===== config.mk =====
export PLATFORM = sky130hd
export DESIGN_NAME = fft_frame_buffer
export DESIGN_NICKNAME = d
export VERILOG_FILES = /design/src/rtl/fft_pkg.sv /design/src/rtl/fft_hann_window.sv /design/src/rtl/fft_frame_buffer.sv
export SDC_FILE = /design/constraint.sdc
export NUM_CORES = 1
export LEC_CHECK = 0
export ABC_CLOCK_PERIOD_IN_PS = 9750
export CORE_AREA = 2 2 237 239
export DETAILED_ROUTE_END_ITERATION = 8
export DIE_AREA = 0 0 239 241
export PLACE_DENSITY_LB_ADDON = 0.12
export SKIP_CTS_REPAIR_TIMING = 1
export SLEW_MARGIN = 20
export SYNTH_ARGS = -nofsm -noshare
export SYNTH_HDL_FRONTEND = slang
export SYNTH_SLANG_ARGS = --single-unit

===== constraint.sdc =====
create_clock -name clk -period 9.75 [get_ports clk]
set_clock_uncertainty 0.2 [all_clocks]
set_input_delay 1.95 -clock clk [delete_from_list [all_inputs] [get_ports clk]]
set_output_delay 1.95 -clock clk [all_outputs]
set_load 0.02 [all_outputs]

===== src/rtl/fft_pkg.sv =====
// Shared types and constants for the FFT front end.
// Latency: none (declarations only).
// Backpressure: none (declarations only).
package fft_pkg;

  localparam int FFT_POINTS = 16;
  localparam int CPLX_W     = 36;
  localparam int HALF_W     = 18;
  localparam int IDX_W      = 4;
  localparam int COEF_W     = 17;

  // One FFT input word: real part in the upper half, imaginary in the lower.
  typedef struct packed {
    logic signed [HALF_W-1:0] re;
    logic signed [HALF_W-1:0] im;
  } cplx_t;

  typedef enum logic [1:0] {
    IDLE      = 2'd0,
    BUSY      = 2'd1,
    BUSY_PEND = 2'd2
  } fb_state_t;

  // Q1.16 Hann coefficients: round(65536 * 0.5 * (1 - cos(2*pi*n/16))).
  localparam logic [COEF_W-1:0] HANN_COEF [FFT_POINTS] = '{
    17'd0,     17'd2494,  17'd9598,  17'd20228,
    17'd32768, 17'd45308, 17'd55938, 17'd63042,
    17'd65536, 17'd63042, 17'd55938, 17'd45308,
    17'd32768, 17'd20228, 17'd9598,  17'd2494
  };

  // Real audio samples enter the FFT with a zero imaginary part.
  function automatic cplx_t real_to_cplx(input logic signed [HALF_W-1:0] re);
    cplx_t c;
    c.re = re;
    c.im = '0;
    return c;
  endfunction

endpackage


===== src/rtl/fft_hann_window.sv =====
// Hann window stage: coefficient lookup, multiply, round half-up, saturate.
// Latency: 1 cycle (single output register); bank/index tag travels alongside.
// Backpressure: none; every valid input appears one cycle later.
module fft_hann_window
  import fft_pkg::*;
(
  input  logic                     clk,
  input  logic                     reset,
  input  logic                     i_vld,
  input  logic signed [HALF_W-1:0] i_sample,
  input  logic [IDX_W-1:0]         i_idx,
  input  logic                     i_bank,
  output logic                     o_vld,
  output logic signed [HALF_W-1:0] o_sample,
  output logic [IDX_W-1:0]         o_idx,
  output logic                     o_bank
);

  localparam logic signed [35:0] RND     = 36'sd32768;
  localparam logic signed [35:0] SAT_MAX = 36'sd131071;
  localparam logic signed [35:0] SAT_MIN = -36'sd131072;

  logic signed [35:0]       w_coef;
  logic signed [35:0]       w_prod;
  logic signed [35:0]       w_shift;
  logic signed [HALF_W-1:0] w_sat;

  // Windowed sample: coefficient is unsigned so it is zero-extended before the signed multiply.
  always_comb begin
    w_coef  = 36'($signed({1'b0, HANN_COEF[i_idx]}));
    w_prod  = 36'(i_sample) * w_coef;
    w_shift = (w_prod + RND) >>> 16;
    if (w_shift > SAT_MAX) begin
      w_sat = SAT_MAX[HALF_W-1:0];
    end else if (w_shift < SAT_MIN) begin
      w_sat = SAT_MIN[HALF_W-1:0];
    end else begin
      w_sat = w_shift[HALF_W-1:0];
    end
  end

  // Pipeline register carrying the windowed value and its destination slot.
  always_ff @(posedge clk) begin
    if (reset) begin
      o_vld    <= 1'b0;
      o_sample <= '0;
      o_idx    <= '0;
      o_bank   <= 1'b0;
    end else begin
      o_vld    <= i_vld;
      o_sample <= w_sat;
      o_idx    <= i_idx;
      o_bank   <= i_bank;
    end
  end

endmodule


===== src/rtl/fft_frame_buffer.sv =====
// Ping-pong frame buffer feeding fft_16point; optional Hann window via HANN_WINDOW_EN.
// Latency: last sample to fft_start is 1 cycle (2 cycles with HANN_WINDOW_EN).
// Backpressure: none upstream; samples arriving while both banks are full are dropped and flag overrun.
module fft_frame_buffer
  import fft_pkg::*;
#(
  parameter int SAMPLE_W = 18,
  parameter int CNT_W    = 8
) (
  input  logic                clk,
  input  logic                reset,
  input  logic [SAMPLE_W-1:0] sample_in,
  input  logic                sample_valid,
  input  logic                fft_done,
  input  logic                clr_overrun,
  output logic                fft_start,
  output logic [CPLX_W-1:0]   out0,
  output logic [CPLX_W-1:0]   out1,
  output logic [CPLX_W-1:0]   out2,
  output logic [CPLX_W-1:0]   out3,
  output logic [CPLX_W-1:0]   out4,
  output logic [CPLX_W-1:0]   out5,
  output logic [CPLX_W-1:0]   out6,
  output logic [CPLX_W-1:0]   out7,
  output logic [CPLX_W-1:0]   out8,
  output logic [CPLX_W-1:0]   out9,
  output logic [CPLX_W-1:0]   out10,
  output logic [CPLX_W-1:0]   out11,
  output logic [CPLX_W-1:0]   out12,
  output logic [CPLX_W-1:0]   out13,
  output logic [CPLX_W-1:0]   out14,
  output logic [CPLX_W-1:0]   out15,
  output logic                overrun,
  output logic [CNT_W-1:0]    frame_count
);

  fb_state_t                r_state;
  fb_state_t                w_state_nxt;
  logic                     r_wr_bank;
  logic                     r_rd_bank;
  logic [IDX_W-1:0]         r_wr_idx;
  logic [CNT_W-1:0]         r_frame_count;
  logic                     r_overrun;
  logic                     r_start;
  cplx_t                    r_bank [2][FFT_POINTS];

  logic                     w_acc;
  logic                     w_drop;
  logic                     w_swap;
  logic                     w_complete;
  logic signed [HALF_W-1:0] w_sample_sx;

  logic                     w_wr_en;
  logic                     w_wr_bank;
  logic [IDX_W-1:0]         w_wr_idx;
  logic signed [HALF_W-1:0] w_wr_re;

  assign w_sample_sx = HALF_W'(signed'(sample_in));

  // State register.
  always_ff @(posedge clk) begin
    if (reset) begin
      r_state <= IDLE;
    end else begin
      r_state <= w_state_nxt;
    end
  end

  // Next state: in BUSY a simultaneous done is retired before the completed frame is considered.
  always_comb begin
    w_state_nxt = r_state;
    case (r_state)
      IDLE: begin
        if (w_complete) w_state_nxt = BUSY;
      end
      BUSY: begin
        if (w_complete && !fft_done) begin
          w_state_nxt = BUSY_PEND;
        end else if (fft_done && !w_complete) begin
          w_state_nxt = IDLE;
        end
      end
      BUSY_PEND: begin
        if (fft_done) w_state_nxt = BUSY;
      end
      default: w_state_nxt = IDLE;
    endcase
  end

  // FSM outputs: accept/drop the incoming sample and decide when banks swap.
  always_comb begin
    w_acc      = 1'b0;
    w_drop     = 1'b0;
    w_swap     = 1'b0;
    w_complete = 1'b0;
    case (r_state)
      IDLE: begin
        w_acc      = sample_valid;
        w_complete = sample_valid && (r_wr_idx == IDX_W'(FFT_POINTS - 1));
        w_swap     = w_complete;
      end
      BUSY: begin
        w_acc      = sample_valid;
        w_complete = sample_valid && (r_wr_idx == IDX_W'(FFT_POINTS - 1));
        w_swap     = w_complete && fft_done;
      end
      BUSY_PEND: begin
        w_drop = sample_valid;
        w_swap = fft_done;
      end
      default: begin
        w_acc = 1'b0;
      end
    endcase
  end

  // Write pointer, bank selection and frame counter.
  always_ff @(posedge clk) begin
    if (reset) begin
      r_wr_bank     <= 1'b0;
      r_rd_bank     <= 1'b1;
      r_wr_idx      <= '0;
      r_frame_count <= '0;
    end else begin
      if (w_acc) r_wr_idx <= r_wr_idx + IDX_W'(1);
      if (w_swap) begin
        r_rd_bank     <= r_wr_bank;
        r_wr_bank     <= ~r_wr_bank;
        r_wr_idx      <= '0;
        r_frame_count <= r_frame_count + CNT_W'(1);
      end
    end
  end

  // Sticky overrun: a drop in the same cycle as a clear keeps the flag set.
  always_ff @(posedge clk) begin
    if (reset) begin
      r_overrun <= 1'b0;
    end else if (w_drop) begin
      r_overrun <= 1'b1;
    end else if (clr_overrun) begin
      r_overrun <= 1'b0;
    end
  end

`ifdef HANN_WINDOW_EN
  logic r_start_d;

  // The bank swap is decided as the sample enters the window, so start waits for its write.
  always_ff @(posedge clk) begin
    if (reset) begin
      r_start_d <= 1'b0;
      r_start   <= 1'b0;
    end else begin
      r_start_d <= w_swap;
      r_start   <= r_start_d;
    end
  end

  fft_hann_window u_hann_window (
    .clk      (clk),
    .reset    (reset),
    .i_vld    (w_acc),
    .i_sample (w_sample_sx),
    .i_idx    (r_wr_idx),
    .i_bank   (r_wr_bank),
    .o_vld    (w_wr_en),
    .o_sample (w_wr_re),
    .o_idx    (w_wr_idx),
    .o_bank   (w_wr_bank)
  );
`else
  // Start pulse follows the swap by one cycle, when the last sample is already stored.
  always_ff @(posedge clk) begin
    if (reset) begin
      r_start <= 1'b0;
    end else begin
      r_start <= w_swap;
    end
  end

  assign w_wr_en   = w_acc;
  assign w_wr_re   = w_sample_sx;
  assign w_wr_idx  = r_wr_idx;
  assign w_wr_bank = r_wr_bank;
`endif

  // Bank storage; reset clears both banks so the presented frame reads as zero.
  always_ff @(posedge clk) begin
    if (reset) begin
      for (int b = 0; b < 2; b++) begin
        for (int k = 0; k < FFT_POINTS; k++) begin
          r_bank[b][k] <= '0;
        end
      end
    end else if (w_wr_en) begin
      r_bank[w_wr_bank][w_wr_idx] <= real_to_cplx(w_wr_re);
    end
  end

  assign fft_start   = r_start;
  assign overrun     = r_overrun;
  assign frame_count = r_frame_count;

  assign out0  = r_bank[r_rd_bank][0];
  assign out1  = r_bank[r_rd_bank][1];
  assign out2  = r_bank[r_rd_bank][2];
  assign out3  = r_bank[r_rd_bank][3];
  assign out4  = r_bank[r_rd_bank][4];
  assign out5  = r_bank[r_rd_bank][5];
  assign out6  = r_bank[r_rd_bank][6];
  assign out7  = r_bank[r_rd_bank][7];
  assign out8  = r_bank[r_rd_bank][8];
  assign out9  = r_bank[r_rd_bank][9];
  assign out10 = r_bank[r_rd_bank][10];
  assign out11 = r_bank[r_rd_bank][11];
  assign out12 = r_bank[r_rd_bank][12];
  assign out13 = r_bank[r_rd_bank][13];
  assign out14 = r_bank[r_rd_bank][14];
  assign out15 = r_bank[r_rd_bank][15];

endmodule


# Yosys cells after proc, flatten, opt, wreduce, memory -nomap -nowiden
# Memories as Yosys holds them, arrays and structs flattened. A register that Yosys moved wholly into a read port is not among the register bits.
# Cells that the tools add are included.
# word_totals
register_bits	18
latch_bits	0
ram_bits	576
romBits	0
in_bits	23
output_inout_bits	586
wordCells	56
n_memories	1
# classes
n_addsub	2
multipliers	0
n_div	0
order_cmp	2
n_eq_ne	6
shift	0
muxes	23
n_bitwise	2
n_reduce_logical	13
# memory_table
name	words	word_bits	read_ports	rd_ports_with_merged_regs	wr	line_no	rtl
r_bank	2	288	1	1	2	fft_frame_buffer.sv:45	cplx_t r_bank [2][FFT_POINTS];
# ops
operator	count
$mux W288	2
$mux W576	1
$reduce_or A288 Y1	1
$demux W36 S4	1
$mux W36	1
$mux W1	12
$add A8 B1 Y8 const B	1
$mux W2	4
$pmux W2 S3	1
$ge A5 B5 Y1 const B	1
$logic_and A1 B1 Y1	5
$lt A5 B1 Y1 const B	1
$not A4 Y5	1
$add A4 B1 Y4 const B	1
$eq A4 B4 Y1 const B	1
$ne A2 B2 Y1 const B	2
$reduce_or A2 Y1	2
$ne A3 B3 Y1 const B	1
$pmux W1 S3	1
$reduce_and A3 Y1	1
$eq A2 B1 Y1 const B	1
$eq A2 B2 Y1 const B	1
$logic_not A1 Y1	2
$logic_not A2 Y1	1
2 further kinds	2

# Logic depth before layout (Yosys ltp)
# Gate-level depths: netlist (run 1).
# logic_depth
ltp_word	8
depth_mapped	7
depth_no_buf	7

# Worst setup path after synthesis (run 1)
# Ideal clock, no wire load.
# synth_timing
kind	in2reg
startpoint	input reset
endpoint	memory r_bank[0][126] (netlist bit), enable pin
setup_time_ns	0.418
arrival_ns	3.883
required_time_ns	9.132
setup_slack_ns	5.249
path_stages	3
path_buffers	1
path_cell_list	buf_2 > or3_4 > o21ai_0
# synth_rtl
element	line_no	rtl
start, declared	fft_frame_buffer.sv:11	input logic reset,
end, declared	fft_frame_buffer.sv:45	

==> load_flow_metrics.sql, run 1 <==
INSERT INTO impl_metrics (metric_group, metric, value, unit) VALUES
('synthesis', 'async_reset_ff_share', '0', '%'),
('critical_path', 'crit_required', '7600', 'ps'),
('power_and_ir_drop', 'comb_power_share', '11.9', '%'),
('synthesis', 'synth_flop_cell', 'sky130_fd_sc_hd__edfxtp_1', ''),
('sta', 'finalSetupViolCount', '0', ''),
('placed_design', 'io_buffer_count', '320', ''),
('clock_network', 'cts_root_buf', 'sky130_fd_sc_hd__clkbuf_16', ''),
('worst_hold_path', 'hold_path_class', 'flip-flop to flip-flop', ''),
('synthesis', 'count_of_state_elements_after_synthesis', '595', ''),
('detailed_routing', 'drt_first_iter_violations', '1374', ''),
('grt', 'antenna_found_initial', '6', ''),
('clock_network', 'worstSkewPairLatency', '610', 'ps'),
('die', 'die_width', '239', 'microns'),
('sta', 'period_minus_slack', '5490', 'ps'),
('critical_path', 'worst-path-max-fanout', '45', ''),
('critical_path', 'critPathCaptureType', 'primary output', ''),
('power_and_ir_drop', 'pwr_density_cell', '186', 'nW/um^2'),
('synthesis', 'synth.most_common_cell', 'sky130_fd_sc_hd__edfxtp_1', ''),
('sta', 'remaining_max_slew_budget_at_the_tightest_pin', '23.6', '%'),
('sta', 'setup_slack', '4260', 'ps'),
('power_and_ir_drop', 'share_seq_of_total_power', '51.1', '%'),
('synthesis', 'netlist_instances', '1743', ''),
('synthesis', 'yosysTopAreaCellShare', '65.1', '%'),
('sta', 'finalCritPeriodShare', '56.3', '%'),
('power_and_ir_drop', 'peakVddDrop', '0.146', 'mV'),
('synthesis', 'ys_top_cells_by_count', 'sky130_fd_sc_hd__edfxtp_1 (576), sky130_fd_sc_hd__mux2_2 (292), sky130_fd_sc_hd__buf_4 (289), sky130_fd_sc_hd__and2_1 (252), sky130_fd_sc_hd__and3_1 (56)', ''),
('die', 'fp.coreArea', '54900', 'sq um'),
('placed_design', 'sum_of_net_half_perimeters_after_detailed_placement', '46.0', 'mm'),
('power_and_ir_drop', 'total_power', '5.86', 'mW'),
('clock_network', 'cts-buffers-inserted', '59', ''),
('sta', 'fin_tns_setup', '0', 'ps'),
('synthesis', 'synth_seq_area_share', '66.5', '%'),
('synthesis', 'synth-edff-count', '576', ''),
('sta', 'grt_setup_unrepaired', 'no', ''),
('detailed_routing', 'drt_pass1_iterations', '6', ''),
('power_and_ir_drop', 'power_switching', '1.48', 'mW'),
('detailed_routing', 'detail_route.wl_per_cell', '26.0', 'microns'),
('power_and_ir_drop', 'leakagePower', '12.2', 'nW'),
('clock_network', 'clock_sinks', '595', ''),
('sta', 'final_hold_viol_count', '0', ''),
('grt', 'grt_pass1_wl', '101', 'mm'),
('layout', 'drive_above_1_share', '22.5', '%'),
('die', 'die_y', '241', 'microns'),
('detailed_routing', 'drt.antenna.violating_nets', '0', ''),
('power_and_ir_drop', 'power.share.switching', '25.2', '%'),
('placed_design', 'gp_routability_congestion', '0.804', ''),
('layout', 'layout.nets', '2113', ''),
('synthesis', 'synth_area_leader_cell', 'sky130_fd_sc_hd__edfxtp_1', ''),
('clock_network', 'clkTransAtPathRegs', '60', 'ps'),
('grt', 'grt_start_max_net_pins', '166', ''),
('sta', 'final-max-slew-violation-count', '0', ''),
('grt', 'grt_pass1_vias', '13739', ''),
('power_and_ir_drop', 'p_int', '4.39', 'mW'),
('synthesis', 'largest_cells_by_area_after_synthesis', 'sky130_fd_sc_hd__edfxtp_1 (65%), sky130_fd_sc_hd__mux2_2 (12%), sky130_fd_sc_hd__buf_4 (8.2%)', ''),
('detailed_routing', 'route.vias.total', '14546', ''),
('synthesis', 'ys_warn_count', '0', ''),
('power_and_ir_drop', 'power.share.clock', '37.0', '%'),
('synthesis', 'ys_types', '53', ''),
('clock_network', 'tritoncts', 'yes', ''),
('die', 'design.die.area', '57600', 'sq um'),
('status', 'run_status', 'completed', ''),
('detailed_routing', 'post-route-drc-count', '0', ''),
('placed_design', 'pre_cts_ws', '4030', 'ps'),
('run', 'max_cap_viol_count', '0', ''),
('detailed_routing', 'detail_route.vias_per_cell', '5.12', ''),
('die', 'io_count', '609', ''),
('critical_path', 'worst_endpoint_data_arrival_time', '3340', 'ps'),
('grt', 'gr-usage-all-layers', '25.1', '%'),
('clock_network', 'cts_buffer_depth', '3', ''),
('synthesis', 'synth.cell_area', '26600', 'sq um'),
('critical_path', 'startpoint_type', 'flip-flop', ''),
('detailed_routing', 'postRouteWirelength', '74.0', 'mm'),
('die', 'placement_rows', '86', ''),
('clock_network', 'htreeDepth', '2', ''),
('die', 'starting_density', '48.4', '%'),
('sta', 'worst_pin_slew', '1140', 'ps'),
('grt', 'grt.overflow.total', '0', ''),
('critical_path', 'worst-setup-path-type', 'flip-flop to primary output', ''),
('layout', 'area_growth_syn_to_layout', '18.6', '%'),
('sta', 'timing.fmax', '182', 'MHz'),
('synthesis', 'synthesis.area_per_instance', '15.2', 'sq um');
[routing by layer]
layer / vias to the layer above / wire, microns / track usage (%)
met4: 0 / 1600 / 7.33
met2: 655 / 37400 / 42.0
met3: 93 / 4960 / 3.57
met5: - / 0 / 0
met1: 7412 / 30100 / 34.3
li1: 6386 / - / -
[area by class of cell]
| cell class | instances | area (sq um) |
|---|---|---|
| Clock buffer | 75 | 1560 |
| Inverter | 4 | 15.0 |
| Fill cell | 4234 | 23400 |
| Timing Repair Buffer | 370 | 3600 |
| Multi-Input combinational cell | 1054 | 7500 |
| Clock inverter | 34 | 251 |
| Sequential cell | 595 | 17700 |
| Antenna cell | 6 | 15.0 |
| Tap cell | 704 | 881 |
[worst max-delay path, cell delays in order, from the launching register on]
cell	delay, ps
sky130_fd_sc_hd__dfxtp_4	770
sky130_fd_sc_hd__buf_4	610
sky130_fd_sc_hd__buf_12	300
sky130_fd_sc_hd__mux2_2	420
sky130_fd_sc_hd__clkdlybuf4s50_1	570
[flip-flops by register name (all words and copies together) (netlist names), named ones only]
name / count
r_bank: 576
frame_count: 8
r_wr_idx: 4
r_state: 2
fft_start: 1
overrun: 1
r_rd_bank: 1
r_wr_bank: 1
[logic make-up after synthesis]
kind of cell	count (synthesis)	synth area share (%)
AO/OA/AOI/OAI	51	1.14
XOR/XNOR	3	0.0989
adder cells (fa/ha/maj)	6	0.283
buffers and inverters	381	9.68
flip-flops	595	66.5
multiplexers	294	12.5
other	1	0.0141
AND/OR/NAND/NOR	412	9.80
[power by group through the flow]
stage	logic, mW	registers (mW)	clock network (mW)
3_5_place_dp	0.699	3.05	0
5_1_grt	0.729	3.01	2.29
6_report	0.700	3.00	2.17
3_3_place_gp	0.698	3.04	0
2_1_floorplan	0.456	3.03	0
4_1_cts	0.703	3.00	2.19
[worst paths after layout]
| check | startpoint | endpoint | slack [ps] | depth (start not counted) |
|---|---|---|---|---|
| min reg2reg | overrun$_SDFFE_PP0P_ | overrun$_SDFFE_PP0P_ | 340 | 2 |
| max reg2reg | r_wr_idx[0]$_SDFFE_PP0N_ | r_bank[1][5]$_DFFE_PP_ | 5880 | 6 |
| min | overrun$_SDFFE_PP0P_ | overrun$_SDFFE_PP0P_ | 340 | 2 |
| max | flip-flop | out2[23] | 4260 | 4 |
[through the flow]
stage | utilization, % | hold WS (ps) | cells | instance area (sq um)
2_1_floorplan | - | 291 | 2030 | 27600
3_3_place_gp | 54.0 | 340 | 2726 | 29600
3_5_place_dp | 54.0 | 341 | 2726 | 29600
4_1_cts | 57.3 | 353 | 2835 | 31500
5_1_grt | 57.4 | 375 | 2836 | 31500
6_report | 57.4 | 343 | 2842 | 31500
[cell usage in the layout (no fill, tap or decap), types with 4 or more instances in the layout]
master,count
sky130_fd_sc_hd__nor2_2,8
sky130_fd_sc_hd__diode_2,6
sky130_fd_sc_hd__and2_1,252
sky130_fd_sc_hd__buf_4,48
sky130_fd_sc_hd__clkdlybuf4s50_1,320
sky130_fd_sc_hd__ha_1,6
sky130_fd_sc_hd__o21ai_1,20
sky130_fd_sc_hd__nor2_1,13
sky130_fd_sc_hd__nand3b_1,4
sky130_fd_sc_hd__nor2b_1,7
sky130_fd_sc_hd__a21oi_1,10
sky130_fd_sc_hd__clkinv_1,10
sky130_fd_sc_hd__inv_1,4
sky130_fd_sc_hd__mux2_2,292
sky130_fd_sc_hd__clkbuf_16,60
sky130_fd_sc_hd__and3_1,56
sky130_fd_sc_hd__conb_1,288
sky130_fd_sc_hd__clkbuf_1,15
sky130_fd_sc_hd__clkinv_2,18
sky130_fd_sc_hd__nor2_4,4
sky130_fd_sc_hd__edfxtp_1,576
sky130_fd_sc_hd__dfxtp_1,18
sky130_fd_sc_hd__nand2_1,14
sky130_fd_sc_hd__o21ai_0,4
sky130_fd_sc_hd__nor3_1,7
sky130_fd_sc_hd__nor2b_2,18
No activity file was read; power rests on OpenSTA's default activity.
==> inputs of run 2 (changes only) <==
--- a/config.mk
+++ b/config.mk
@@ -5,10 +5,10 @@
 export SDC_FILE = /design/constraint.sdc
 export NUM_CORES = 1
 export LEC_CHECK = 0
-export ABC_CLOCK_PERIOD_IN_PS = 9750
-export CORE_AREA = 2 2 237 239
+export ABC_CLOCK_PERIOD_IN_PS = 4600
+export CORE_AREA = 2 2 244 246
 export DETAILED_ROUTE_END_ITERATION = 8
-export DIE_AREA = 0 0 239 241
+export DIE_AREA = 0 0 246 248
 export PLACE_DENSITY_LB_ADDON = 0.12
 export SKIP_CTS_REPAIR_TIMING = 1
 export SLEW_MARGIN = 20
==> constraint.sdc (replaced) <==
create_clock -name clk -period 4.6 [get_ports clk]
set_clock_uncertainty 0.2 [all_clocks]
set_input_delay 0.92 -clock clk [delete_from_list [all_inputs] [get_ports clk]]
set_output_delay 0.92 -clock clk [all_outputs]
set_load 0.02 [all_outputs]
==> load_flow_metrics.sql, run 2 (synthesis gave the netlist of run 1 again) <==
INSERT INTO impl_metrics (metric_group, metric, value, unit) VALUES
('layout', 'nFillCells', '4707', ''),
('placed_design', 'gp_routability_congestion', '0.797', ''),
('layout', 'top_register', 'r_bank', ''),
('power_and_ir_drop', 'peakVddDrop', '0.286', 'mV'),
('layout', 'layout_commonest_cell', 'sky130_fd_sc_hd__edfxtp_1', ''),
('power_and_ir_drop', 'pwr_density_cell', '394', 'nW/um^2'),
('critical_path', 'cp_cell_sequence', 'buf_12 > buf_12 > mux2_2 > clkdlybuf4s50_1', ''),
('sta', 'finalCritPeriodShare', '86.4', '%'),
('critical_path', 'r2r_start', 'r_wr_idx[0]$_SDFFE_PP0N_', ''),
('layout', 'most-common-layout-cells', 'sky130_fd_sc_hd__edfxtp_1 (576), sky130_fd_sc_hd__clkdlybuf4s50_1 (320), sky130_fd_sc_hd__mux2_2 (292)', ''),
('power_and_ir_drop', 'leakagePower', '12.4', 'nW'),
('critical_path', 'worst-setup-path-type', 'flip-flop to primary output', ''),
('sta', 'fin_tns_setup', '0', 'ps'),
('detailed_routing', 'route.vias.total', '14645', ''),
('clock_network', 'cts_buffer_depth', '3', ''),
('critical_path', 'startpoint_type', 'flip-flop', ''),
('detailed_routing', 'drt.antenna.violating_nets', '0', ''),
('clock_network', 'worstSkewPairLatency', '600', 'ps'),
('die', 'die_width', '246', 'microns'),
('critical_path', 'slowest_stage', 'sky130_fd_sc_hd__dfxtp_4', ''),
('placed_design', 'sum_of_net_half_perimeters_after_detailed_placement', '50.3', 'mm'),
('worst_hold_path', 'hold_start', 'overrun$_SDFFE_PP0P_', ''),
('layout', 'drive_above_1_share', '23.1', '%'),
('sta', 'worst_pin_slew', '1140', 'ps'),
('critical_path', 'critical_path.reg2reg.endpoint', 'r_bank[1][269]$_DFFE_PP_', ''),
('die', 'starting_density', '45.4', '%'),
('critical_path', 'register_to_register_path_depth', '6', ''),
('critical_path', 'rrSetupSlack', '810', 'ps'),
('power_and_ir_drop', 'total_power', '12.5', 'mW'),
('run', 'max_cap_viol_count', '0', ''),
('critical_path', 'critPathMostFrequentCell', 'sky130_fd_sc_hd__buf_12', ''),
('grt', 'grt_pass1_vias', '14171', ''),
('clock_network', 'htreeDepth', '2', ''),
('sta', 'period_minus_slack', '3970', 'ps'),
('clock_network', 'tritoncts', 'yes', ''),
('detailed_routing', 'detail_route.wl_per_cell', '26.3', 'microns'),
('worst_hold_path', 'worst_hold_path.endpoint', 'overrun$_SDFFE_PP0P_', ''),
('placed_design', 'io_buffer_count', '320', ''),
('detailed_routing', 'post-route-drc-count', '0', ''),
('grt', 'grt.overflow.total', '0', ''),
('die', 'fp.coreArea', '58500', 'sq um'),
('layout', 'largest_register_ff_count', '576', ''),
('critical_path', 'worst-path-max-fanout', '43', ''),
('sta', 'final_hold_viol_count', '0', ''),
('detailed_routing', 'detail_route.vias_per_cell', '4.99', ''),
('clock_network', 'clkTransAtPathRegs', '60', 'ps'),
('worst_hold_path', 'worst_hold_path.num_cells', '2', ''),
('grt', 'gr-usage-all-layers', '24.7', '%'),
('sta', 'timing.fmax', '252', 'MHz'),
('critical_path', 'critPathCaptureType', 'primary output', ''),
('clock_network', 'cts-buffers-inserted', '60', ''),
('critical_path', 'crit_required', '3480', 'ps'),
('grt', 'grt_start_max_net_pins', '77', ''),
('sta', 'final-max-slew-violation-count', '0', ''),
('sta', 'finalSetupViolCount', '0', ''),
('die', 'die_y', '248', 'microns'),
('detailed_routing', 'drt_pass1_iterations', '5', ''),
('critical_path', 'crit_buf_inv', '3', ''),
('status', 'run_status', 'completed', ''),
('clock_network', 'clock_sinks', '595', ''),
('placed_design', 'pre_cts_ws', '155', 'ps'),
('critical_path', 'path_delay_family', 'buffers and inverters', ''),
('critical_path', 'worst_endpoint_data_arrival_time', '2850', 'ps'),
('layout', 'area_growth_syn_to_layout', '19.7', '%'),
('die', 'placement_rows', '89', ''),
('detailed_routing', 'drt_first_iter_violations', '1383', ''),
('worst_hold_path', 'hold_path_class', 'flip-flop to flip-flop', ''),
('sta', 'remaining_max_slew_budget_at_the_tightest_pin', '23.7', '%'),
('sta', 'setup_slack', '626', 'ps'),
('layout', 'layout.nets', '2136', ''),
('clock_network', 'cts_root_buf', 'sky130_fd_sc_hd__clkbuf_16', ''),
('die', 'design.die.area', '61000', 'sq um'),
('critical_path', 'cpPeakStageDelay', '700', 'ps'),
('detailed_routing', 'postRouteWirelength', '77.2', 'mm'),
('die', 'io_count', '609', ''),
('grt', 'antenna_found_initial', '5', ''),
('sta', 'grt_setup_unrepaired', 'no', ''),
('grt', 'grt_pass1_wl', '106', 'mm');
run 2: cell count changes in the layout (fill, tap and decap cells not counted), moves of 2 or more:
cell	previous run	this run
sky130_fd_sc_hd__buf_12	2	5
sky130_fd_sc_hd__buf_4	48	67
sky130_fd_sc_hd__clkbuf_1	15	10
sky130_fd_sc_hd__clkinv_1	10	22
sky130_fd_sc_hd__clkinv_2	18	12
sky130_fd_sc_hd__diode_2	6	4
sky130_fd_sc_hd__o21ai_2	2	4
sky130_fd_sc_hd__o21ai_4	2	0
run 2: where the power goes:
group | internal [mW] | switching (mW)
sequential | 6.26 | 0.0997
clock | 2.63 | 2.04
combinational | 0.493 | 1.01
total | 9.39 | 3.15
run 2: per-stage QoR:
stage	instance area (sq um)	cells	util, %	hold slack, ps
finish	31800	2933	54.4	337
global route	31800	2930	54.4	368
CTS	31800	2929	54.4	339
detailed placement	30000	2818	51.2	322
global placement	30000	2818	51.2	316
floorplan	27600	2030	-	291
run 2: worst register-to-register path: cells and delay by family (launching register included):
| family | cells | cell delay [ps] |
|---|---|---|
| AOI/OAI and AO/OA | 2 | 820 |
| adders and majority gates | 1 | 750 |
| buffers and inverters | 1 | 110 |
| DFF | 1 | 360 |
| and+or+nand+nor | 2 | 1180 |
run 2: worst max-delay path by stage:
| stage | to | slack [ps] | depth (start not counted) |
|---|---|---|---|
| 6_report | out1[19] | 630 | 4 |
| 5_1_grt | out1[19] | 500 | 4 |
| 4_1_cts | out10[30] | 570 | 3 |
| 3_5_place_dp | r_bank[1][197]$_DFFE_PP_ | 150 | 5 |
| 3_3_place_gp | r_bank[1][197]$_DFFE_PP_ | 230 | 6 |
| 2_1_floorplan | r_bank[0][126]$_SDFFCE_PN0P_ | 1130 | 3 |
run 2: layout make-up:
class	count	area, sq um	area share, %
sequential	595	17700	55.6
multi-input combinational	1054	7490	23.5
timing repair buffer	392	3810	12.0
clock buffer	71	1560	4.92
tap	773	967	3.04
clock inverter	40	282	0.885
inverter	4	15.0	0.0472
antenna	4	10.0	0.0315
run 2: routing by layer:
layer | track usage [%] | wire length, microns | share of wire, % | vias to the layer above
met3 | 2.71 | 4180 | 5.4 | 103
met1 | 32.8 | 31500 | 41 | 7519
met2 | 42.6 | 39500 | 51 | 597
met4 | 7.88 | 2060 | 2.7 | 0
li1 | - | - | - | 6426
met5 | 0 | 0 | 0 | -
